File: src/rtl/irq_ctrl_pkg.sv
// rtl/irq_ctrl_pkg.sv - shared core constants for the interrupt controller
package irq_ctrl_pkg;

  // Width of the controller state register
  localparam int STATE_W = 2;

  // Controller states
  localparam logic [1:0] ST_IDLE    = 2'd0;
  localparam logic [1:0] ST_REQ     = 2'd1;
  localparam logic [1:0] ST_SERVICE = 2'd2;

  // Default service-routine address
  localparam logic [15:0] IRQ_VECTOR_DEFAULT = 16'h0010;

  // A latched request may be raised to the sequencer only when enabled, unmasked and not stalled
  function automatic logic req_allowed(input logic pending,
                                       input logic irq_en,
                                       input logic irq_mask,
                                       input logic stallb_en);
    return pending & irq_en & ~irq_mask & stallb_en;
  endfunction

endpackage

File: src/rtl/irq_edge_latch.sv
// rtl/irq_edge_latch.sv - rising-edge detector with pending and sticky overflow latch
module irq_edge_latch (
  input  logic clk,
  input  logic reset,
  input  logic interrupt,
  input  logic clr,
  input  logic ovf_clr,
  output logic pending,
  output logic ovf
);

  logic prev;
  logic edge_det;

  // prev resets to 0 so a line already high at reset release counts as an edge
  assign edge_det = interrupt & ~prev;

  // Remember the line level from the previous cycle
  always_ff @(posedge clk or negedge reset) begin
    if (!reset) begin
      prev <= 1'b0;
    end else begin
      prev <= interrupt;
    end
  end

  // A fresh edge wins over the clear, so an edge coinciding with acknowledge is kept
  always_ff @(posedge clk or negedge reset) begin
    if (!reset) begin
      pending <= 1'b0;
    end else if (edge_det) begin
      pending <= 1'b1;
    end else if (clr) begin
      pending <= 1'b0;
    end
  end

  // Sticky overflow: an edge arriving while a request is still latched; set beats clear
  always_ff @(posedge clk or negedge reset) begin
    if (!reset) begin
      ovf <= 1'b0;
    end else if (edge_det && pending) begin
      ovf <= 1'b1;
    end else if (ovf_clr) begin
      ovf <= 1'b0;
    end
  end

endmodule

File: src/rtl/irq_ctrl.sv
// rtl/irq_ctrl.sv - single-level interrupt controller between external line and sequencer
module irq_ctrl
  import irq_ctrl_pkg::*;
#(
  parameter int                  PMA_SIZE   = 16,
  parameter logic [PMA_SIZE-1:0] IRQ_VECTOR = PMA_SIZE'(IRQ_VECTOR_DEFAULT)
) (
  input  logic                clk,
  input  logic                reset,
  input  logic                interrupt,
  input  logic                irq_en,
  input  logic                irq_mask,
  input  logic                stallb_en,
  input  logic                ps_idle,
  input  logic                ps_irq_ack,
  input  logic                ps_rti,
  input  logic                ovf_clr,
  output logic                irq_req,
  output logic [PMA_SIZE-1:0] irq_vector,
  output logic                irq_active,
  output logic                irq_pending,
  output logic                irq_wake,
  output logic                irq_ovf
);

  logic [STATE_W-1:0] state;
  logic [STATE_W-1:0] state_nxt;
  logic               pending;
  logic               ack_take;

  // Acknowledge only consumes the request while it is being presented
  assign ack_take = (state == ST_REQ) & ps_irq_ack;

  irq_edge_latch u_edge_latch (
    .clk       (clk),
    .reset     (reset),
    .interrupt (interrupt),
    .clr       (ack_take),
    .ovf_clr   (ovf_clr),
    .pending   (pending),
    .ovf       (irq_ovf)
  );

  // Next-state: once in REQ only the acknowledge moves us on; no nesting while in SERVICE
  always_comb begin
    state_nxt = state;
    case (state)
      ST_IDLE: begin
        if (req_allowed(pending, irq_en, irq_mask, stallb_en)) begin
          state_nxt = ST_REQ;
        end
      end
      ST_REQ: begin
        if (ps_irq_ack) begin
          state_nxt = ST_SERVICE;
        end
      end
      ST_SERVICE: begin
        if (ps_rti) begin
          state_nxt = ST_IDLE;
        end
      end
      default: state_nxt = ST_IDLE;
    endcase
  end

  // State register
  always_ff @(posedge clk or negedge reset) begin
    if (!reset) begin
      state <= ST_IDLE;
    end else begin
      state <= state_nxt;
    end
  end

  assign irq_req     = (state == ST_REQ);
  assign irq_vector  = irq_req ? IRQ_VECTOR : '0;
  assign irq_active  = (state == ST_SERVICE);
  assign irq_pending = pending;
  // Wake ignores the stall so an idling core can be roused before it resumes
  assign irq_wake    = ps_idle & pending & irq_en & ~irq_mask;

endmodule

File: config.mk
export PLATFORM = sky130hd
export DESIGN_NAME = irq_ctrl
export DESIGN_NICKNAME = d
export VERILOG_FILES = /design/src/rtl/irq_ctrl_pkg.sv /design/src/rtl/irq_edge_latch.sv /design/src/rtl/irq_ctrl.sv
export SDC_FILE = /design/constraint.sdc
export NUM_CORES = 1
export LEC_CHECK = 0
export CAP_MARGIN = 30
export CORE_AREA = 2 2 39 41
export CTS_BUF_LIST = sky130_fd_sc_hd__clkbuf_16
export DETAILED_ROUTE_END_ITERATION = 10
export DIE_AREA = 0 0 41 43
export PLACE_DENSITY_LB_ADDON = 0.2
export REMOVE_ABC_BUFFERS = 1
export SETUP_SLACK_MARGIN = 0.02
export SLEW_MARGIN = 20
export SYNTH_ARGS = -nofsm -noshare
export SYNTH_HDL_FRONTEND = slang
export SYNTH_SLANG_ARGS = --single-unit
File: constraint.sdc
create_clock -name clk -period 2.83 [get_ports clk]
set_clock_uncertainty 0.05 [all_clocks]
set_input_delay 0.566 -clock clk [delete_from_list [all_inputs] [get_ports clk]]
set_output_delay 0.566 -clock clk [all_outputs]
set_load 0.005 [all_outputs]
Yosys cells after proc, flatten, opt, wreduce, memory -nomap -nowiden
Cells that the tools add are included.

Shift operators: 0. Add/subtract/negate cells: 0. Div/mod/pow operators: 0. Order comparisons: 0. Bitwise logic cells: 10. Equal/unequal tests: 5. Multiply operators: 0. Reduce and logical (&&, ||, !) cells: 5. Muxes and demuxes: 9.

Operators with widths (number): $and A1 B1 Y1 (8); $mux W2 (3); $ne A2 B2 Y1 const B (3); $pmux W2 S3 (1); $mux W5 (1); $mux W1 (4); $reduce_bool A2 Y1 (2); $reduce_and A3 Y1 (1); $eq A2 B1 Y1 const B (1); $eq A2 B2 Y1 const B (1); $logic_not A2 Y1 (1); $not A1 Y1 (2); $logic_and A1 B1 Y1 (1).

Output and inout port bits: 21. Latch bits: 0. Input bits: 10. Logic and storage cells: 33. Flip-flop bits (word level): 5. Memories kept: 0. Memory bits (read-only): 0. Bits in writable memories: 0.

Logic depth before layout (Yosys ltp)
Depth after elaboration: 5. Mapped depth: 2. Depth with buffers taken out: 2.

Hierarchy
From an unflattened synthesis, not the netlist that was laid out.

Cells, all modules: 37. Area total of the unflattened synthesis: 355.3 µm².

By module, submodules not included: irq_ctrl (instances 1, area an instance 246.5 µm², cells an instance 29, seq. area each 50.0 µm²); irq_edge_latch (instances 1, area an instance 108.9 µm², cells an instance 8, seq. area each 75.1 µm²).

Least setup slack after synthesis
No wires, ideal clock.

Path kind: input -> output. Start: input irq_mask. End: output irq_wake. Stages on the path: 2. Path slack: 1.304 ns. Arrival: 0.910 ns. Required time: 2.214 ns. Cell sequence: and3b_1 and2_2.

Cells in the longest elaborated chain, start to end: 2.

Ends and longest elaborated chain: start: declaration (line irq_ctrl.sv:12) `input logic irq_mask,`; $not A1 Y1 (line irq_ctrl.sv:81) `assign irq_wake = ps_idle & pending & irq_en & ~irq_mask;`; $and A1 B1 Y1 (line irq_ctrl.sv:81); end: declaration (line irq_ctrl.sv:22) `output logic irq_wake,`.

Every way passes these cells.

Worst setup path in the final report
Ends and elaborated chain as after synthesis.

==> metrics.csv <==
metric,value,unit
min_period,2.43,ns
peakVddDrop,570,µV
cp-end-kind,primary output,
grt_pass1_wl,979,µm
arrival,1.82,ns
die_area,1760,µm²
p_per_area,718,nW/µm²
clk_pin_slew,0.03,ns
fin_util,0.378,
wirelength,583,µm
worst_ep_required_time,2.21,ns
cts_num_sinks,5,
antenna_found_initial,0,
syn_to_final_growth,53.1,%
synth_seq_area_share,0.366,
reg2reg_from,u_edge_latch.pending$_DFFE_PN0P_,
fmax,411,MHz
start_kind,input port,
seq_power_share,0.236,
fp-row-count,14,
diodes,0,
core_area,1380,µm²
switchingPower,0.0719,mW
ys_warn_count,0,
initialDrtViolationCount,4,
final.fill_count,138,
power_leakage,0.264,nW
grt_usage,0.0910,
setup_violations,0,
initial_core_util,0.247,
timing.rr.end,state[0]$_DFFE_PN0P_,
final_max_slew_viol_count,0,
grt_start_max_net_pins,6,
die_w,41,µm
die_h,43,µm
sw_frac_of_total,0.191,
place_congestion,0.653,
endpoint,irq_wake,
first_pass_iters,3,
postCtsSetupRepairBufs,0,
cts_hold_buf,0,
h-tree-depth,1,
tritoncts,yes,
tns,0,ns
final_nets,64,
via_count,249,
yosysTopAreaCell,dfrtp_1,
antenna_left,0,
setup_slack,0.396,ns
worstPathMaxFanout,2,
status,"complete, no violations",
portBuffers,15,
grt_overflow,0,
vias_per_cell,3.61,
synth-seq-cells,5,
drcViolationCount,0,
ys_types,13,
worstRegToRegCells,2,
clock_path_buffers,2,
rsz0062_at_grt,no,
cp-startpoint,irq_mask,
cts_made_buffers,3,
hold_viol,0,
clock_power_share,0.603,
internal-power,0.304,mW
syn_area_per_cell,9.49,µm²
synth_area_leaders,"dfrtp_1 (37%), buf_4 (35%), a32o_1 (5.9%)",
hold_path.class,reg2reg,
ff2ff_setup_slack,1.83,ns
netlist_area,342,µm²
root_buffer,clkbuf_16,
drv_cap,0,
hpwl,497,µm
critPathKind,in2out,
period_share,0.860,
ctsResizeCount,0,
synth_cells,36,
first_global_vias,229,
wl_per_cell,8.45,µm
synth_top_cell_area_share,0.366,
combPwrFrac,0.161,
insertion_delay,0.23,ns
ioPinCount,31,
drive_gt1_frac,0.113,
pre_cts_ws,0.372,ns
## synthesized netlist by cell type
master and n:
nor2b_2 1, buf_4 16, inv_1 4, dfrtp_1 5
a22o_2 1, conb_1 1, nand3b_1 1, nand2b_1 1
nor2_1 1, o21ai_0 1, and2_2 1, a32o_1 2
and3b_1 1
## worst min-delay path by stage
| stage | start | endpoint | slack, ns | cells past startpoint |
|---|---|---|---|---|
| after floorplan | reset | state[0]$_DFFE_PN0P_ | 0.22 | 0 |
| after global placement | u_edge_latch.ovf$_DFFE_PN0P_ | u_edge_latch.ovf$_DFFE_PN0P_ | 0.43 | 1 |
| after detailed placement | u_edge_latch.ovf$_DFFE_PN0P_ | u_edge_latch.ovf$_DFFE_PN0P_ | 0.44 | 1 |
| after CTS | u_edge_latch.ovf$_DFFE_PN0P_ | u_edge_latch.ovf$_DFFE_PN0P_ | 0.45 | 1 |
| after global routing | u_edge_latch.ovf$_DFFE_PN0P_ | u_edge_latch.ovf$_DFFE_PN0P_ | 0.47 | 1 |
| final | u_edge_latch.ovf$_DFFE_PN0P_ | u_edge_latch.ovf$_DFFE_PN0P_ | 0.44 | 1 |
## layer usage
layer  GRT usage  part of all wire
met3      0.0628              0.13
met5           0                 0
met2       0.125              0.52
met4      0.0600                 0
met1      0.0954              0.35
## power groups by stage
stage	registers (mW)	logic [mW]	clock network, mW
2_1_floorplan	0.0885	0.0223	0
3_3_place_gp	0.0892	0.0607	0
3_5_place_dp	0.0896	0.0614	0
5_1_grt	0.0907	0.0690	0.239
4_1_cts	0.0888	0.0615	0.232
6_report	0.0886	0.0604	0.227
## sequential cells by signal (all words and copies together), names as in the netlist
register / flops
u_edge_latch.ovf: 1
u_edge_latch.prev: 1
state: 2
u_edge_latch.pending: 1
## kinds of logic after synthesis
family,share of synthesized area
buffers and inverters,0.396
flip-flops,0.366
other,0.0110
AO/OA/AOI/OAI,0.103
AND/OR/NAND/NOR,0.125
## cells in the final DEF (no fill, tap or decap)
cell type / Yosys / routed
o21ai_0: 1 / 1
clkdlybuf4s50_1: 0 / 15
nand2b_1: 1 / 1
dfrtp_1: 5 / 5
a22o_2: 1 / 1
conb_1: 1 / 15
a32o_1: 2 / 2
and2_2: 1 / 1
nand3b_1: 1 / 1
inv_1: 4 / 5
and3b_1: 1 / 1
nor2b_2: 1 / 1
clkbuf_16: 0 / 3
nor2_1: 1 / 1
## stage by stage
stage / hold WS (ns) / cells / cell area, µm² / total power [mW]
3_5_place_dp: 0.443 / 65 / 444 / 0.151
3_3_place_gp: 0.432 / 65 / 444 / 0.150
6_report: 0.443 / 69 / 523 / 0.376
4_1_cts: 0.450 / 69 / 523 / 0.382
2_1_floorplan: 0.220 / 34 / 274 / 0.111
5_1_grt: 0.472 / 69 / 523 / 0.399
## area by class of cell
cell class	count	area (µm²)	share of cell area
clock inverter	1	3.75	0.00718
timing repair buffer	15	150	0.287
tap	16	20.0	0.0383
multi-input combinational	25	134	0.256
clock buffer	3	75.1	0.144
inverter	4	15.0	0.0287
sequential	5	125	0.239
## worst max-delay path, cell delays in order
cell and delay (ns):
clkdlybuf4s50_1 0.46, and3b_1 0.18, and2_2 0.18, clkdlybuf4s50_1 0.43
(Power assumes the default switching activity.)
==> RTL edit 1: new RTL, config.mk and constraints unchanged <==
`PMA_SIZE`: 16 -> 32.
--- a/src/rtl/irq_ctrl.sv
+++ b/src/rtl/irq_ctrl.sv
@@ -4,3 +4,3 @@
 #(
-  parameter int                  PMA_SIZE   = 16,
+  parameter int                  PMA_SIZE   = 32,
   parameter logic [PMA_SIZE-1:0] IRQ_VECTOR = PMA_SIZE'(IRQ_VECTOR_DEFAULT)
Interface: changed (resized irq_vector); port bits go from 31 to 47. No check against the original RTL was run, so the function may have changed too.
==> RTL edit 1 against the original RTL <==
Total power increased by 1.2%. Via count grew 14%. Sequential cell count unchanged. First-iteration DRC count shrank 75%. Cell count up 23%. Setup slack gained 0.0064 ns. Final area rose by 11%. Routed wire length up 10%. Synthesized area is 35% higher. Die area unchanged. Largest cell class is now multi-input combinational cells.
==> RTL edit 1: results <==
[place]
placed_area_um2 = 504
dp_hpwl_um = 504
routabilityCongestion = 0.656

[power]
leakage_nw = 0.316
vdd_ir_drop_max_uv = 459

[final_layout]
n_all_buffers = 15
clk_tree_area_share_pct = 13.5
drive_gt1_share_pct = 8.70
fillerInstances = 151
multiInputGateArea_um2 = 194
non_clock_inverter_count = 4
multiInputCombCellCount = 41
seq-cell-share_pct = 21.5
fin_nets = 80
layout.buffer.nonclock.area_share_pct = 25.8

[route]
drtPass1Iterations = 4
detailedRoute.firstIterationViolations = 1
drt-wirelength-per-cell_um = 7.55
dr_total_vias = 285

[global_routing]
grt_pass1_wl_um = 855
vias_in_the_first_global_route = 207
grt_usage_pct = 7.88

[synthesis]
synth-seq-area-share_pct = 27.1
synth.top_cells.by_count = sky130_fd_sc_hd__buf_4, sky130_fd_sc_hd__dfrtp_1, sky130_fd_sc_hd__inv_1
netlist_top_cells_area = sky130_fd_sc_hd__buf_4, sky130_fd_sc_hd__dfrtp_1, sky130_fd_sc_hd__a32o_1

[cts]
max-clock-path-buffers = 2

[run_status]
status = finished clean
## RTL edit 1: cell types whose count changed after synthesis
cell	change
sky130_fd_sc_hd__buf_4	+16
## RTL edit 1: per-layer routing
metal	routed length, µm	track usage [%]	part of all wire (%)	vias up
met5	0	0	0	-
met4	0	6.00	0	0
met3	143	5.24	22	0
met2	258	8.75	40	32
met1	241	10.2	38	120
li1	-	-	-	133
## RTL edit 1: cells by family after synthesis
kind of cell / Yosys count / synth area share [%]
buffers and inverters: 36 / 55.3
and+or+nand+nor: 6 / 9.22
AOI/OAI and AO/OA: 4 / 7.59
DFF: 5 / 27.1
other: 1 / 0.812
## RTL edit 1: metrics by stage
step | instances | worst slack [ns] | hold WS (ns) | util (%) | total power, mW
3_3_place_gp | 81 | 0.418 | 0.444 | 36.4 | 0.155
3_5_place_dp | 81 | 0.404 | 0.444 | 36.4 | 0.154
4_1_cts | 85 | 0.394 | 0.451 | 42.1 | 0.385
5_1_grt | 85 | 0.357 | 0.472 | 42.1 | 0.402
6_report | 85 | 0.402 | 0.446 | 42.1 | 0.380
2_1_floorplan | 50 | 1.30 | 0.220 | - | 0.115
## RTL edit 1: path summary, 6_finish.rpt
kind | startpoint | end | slack [ns] | depth (start not counted)
worst min register to register | u_edge_latch.ovf | u_edge_latch.ovf | 0.45 | 1
max in group asynchronous | reset | u_edge_latch.ovf | 2.03 | 1
worst max-delay path | irq_mask | irq_wake | 0.40 | 4
min in group asynchronous | reset | state[0] | 0.52 | 1
worst max register to register | u_edge_latch.pending | state[0] | 1.82 | 2
worst min-delay path | u_edge_latch.ovf | u_edge_latch.ovf | 0.45 | 1
## RTL edit 1: where the power goes
part	total, mW	switching, mW	internal [mW]
Combinational	0.0655	0.0255	0.0399
Sequential	0.0887	0.00762	0.0811
Clock	0.226	0.0432	0.183
==> RTL edit 2: new RTL, config.mk and constraints unchanged <==
Without the edit above. Register the output `irq_ovf`, with the module's reset; this adds one clock of latency there. The other outputs are not delayed to match.
--- a/src/rtl/irq_ctrl.sv
+++ b/src/rtl/irq_ctrl.sv
@@ -25,2 +25,4 @@
 
+  logic irq_ovf_d;
+
   logic [STATE_W-1:0] state;
@@ -40,3 +42,3 @@
     .pending   (pending),
-    .ovf       (irq_ovf)
+    .ovf       (irq_ovf_d)
   );
@@ -82,2 +84,10 @@
 
+  always_ff @(posedge clk or negedge reset) begin
+    if (!reset) begin
+      irq_ovf <= '0;
+    end else begin
+      irq_ovf <= irq_ovf_d;
+    end
+  end
+
 endmodule
Formal check against the unedited RTL: not equivalent (Yosys sat finds a counterexample within 4 cycles, from zero or initial values and one cycle with reset low).
==> RTL edit 2 against the original RTL <==
Sequential cell count grew 1. Synthesized area grew 7.3%. Sequential share of layout area grew 3.7 points. Utilization grew 1.5 points. Routed wire length grew 11%. Non-clock buffer count is the same. Total power grew 4.8%. Setup slack gained 0.013 ns. Hold slack lost 0.13 ns. First-iteration DRC count shrank 50%. Via count grew 1.6%. Final area grew 4.1%. Largest power group unchanged.
==> RTL edit 2: results <==
[run_status]
status = finished clean

[global_routing]
vias_in_the_first_global_route = 244
grt_usage_pct = 9.10
grt_max_degree = 7
grt_pass1_wl_um = 972

[final_layout]
fin_nets = 65
largest_reg_flops = 2
largest-register = state
fillerInstances = 140

[place]
placed_area_um2 = 469
routabilityCongestion = 0.606
dp_hpwl_um = 488

[synthesis]
synth.top_cells.by_count = sky130_fd_sc_hd__buf_4, sky130_fd_sc_hd__dfrtp_1, sky130_fd_sc_hd__inv_1
synth-seq-area-share_pct = 41.0
netlist_top_cells_area = sky130_fd_sc_hd__dfrtp_1, sky130_fd_sc_hd__buf_4, sky130_fd_sc_hd__a32o_1

[worst_setup_path]
critical_path.max_stage_delay_ns = 0.44
timing.critical_path.to = irq_wake
rr_worst_depth = 2

[route]
detailedRoute.firstIterationViolations = 2
dr_total_vias = 253
drtPass1Iterations = 2
wirelength_routed_um = 645

[power]
vdd_ir_drop_max_uv = 287
leakage_nw = 0.271

[cts]
max-clock-path-buffers = 2
==> RTL edit 2: cell count changes after synthesis, sizes merged <==
| cell | delta |
|---|---|
| dfrtp | +1 |
==> RTL edit 2: stage by stage <==
step                      hold WS, ns  setup WS [ns]  instances  power [mW]
after global routing            0.329          0.352         69       0.415
final                           0.314          0.409         69       0.394
after CTS                       0.319          0.396         69       0.402
after floorplan                 0.220           1.30         35       0.128
after detailed placement        0.313          0.397         66       0.167
after global placement          0.309          0.394         66       0.168
==> RTL edit 2: cell type report <==
cell class / count / area (µm²) / area share, %
well taps: 16 / 20.0 / 3.68
repair buffers: 15 / 150 / 27.6
flip-flops and latches: 6 / 150 / 27.6
clock buffers: 3 / 75.1 / 13.8
inverters: 4 / 15.0 / 2.76
multi-input cells: 25 / 134 / 24.6
==> RTL edit 2: how the worst min path moves through the flow <==
stage,end,cells after the start
6_report,irq_ovf,0
5_1_grt,irq_ovf,0
4_1_cts,irq_ovf,0
3_5_place_dp,irq_ovf,0
3_3_place_gp,irq_ovf,0
2_1_floorplan,irq_ovf,0
==> RTL edit 2: cell families (layout without fill, tap and decap cells) <==
group / count (synthesis) / in the layout / synth area share, %
flops: 6 / 6 / 41.0
compound gates: 4 / 4 / 9.56
buf+inv: 20 / 22 / 36.9
other cells: 1 / 15 / 1.02
simple gates: 6 / 6 / 11.6
==> RTL edit 2: metal layers <==
metal	wire (µm)	vias up	global-route usage (%)
li1	-	118	-
met1	251	113	10.9
met2	288	22	10.3
met3	105	0	9.42
met4	0	0	4.00
met5	0	-	0
==> RTL edit 2: where the power goes <==
group / internal [mW] / switching, mW
Sequential: 0.0974 / 0.00819
Clock: 0.181 / 0.0460
Combinational: 0.0399 / 0.0209
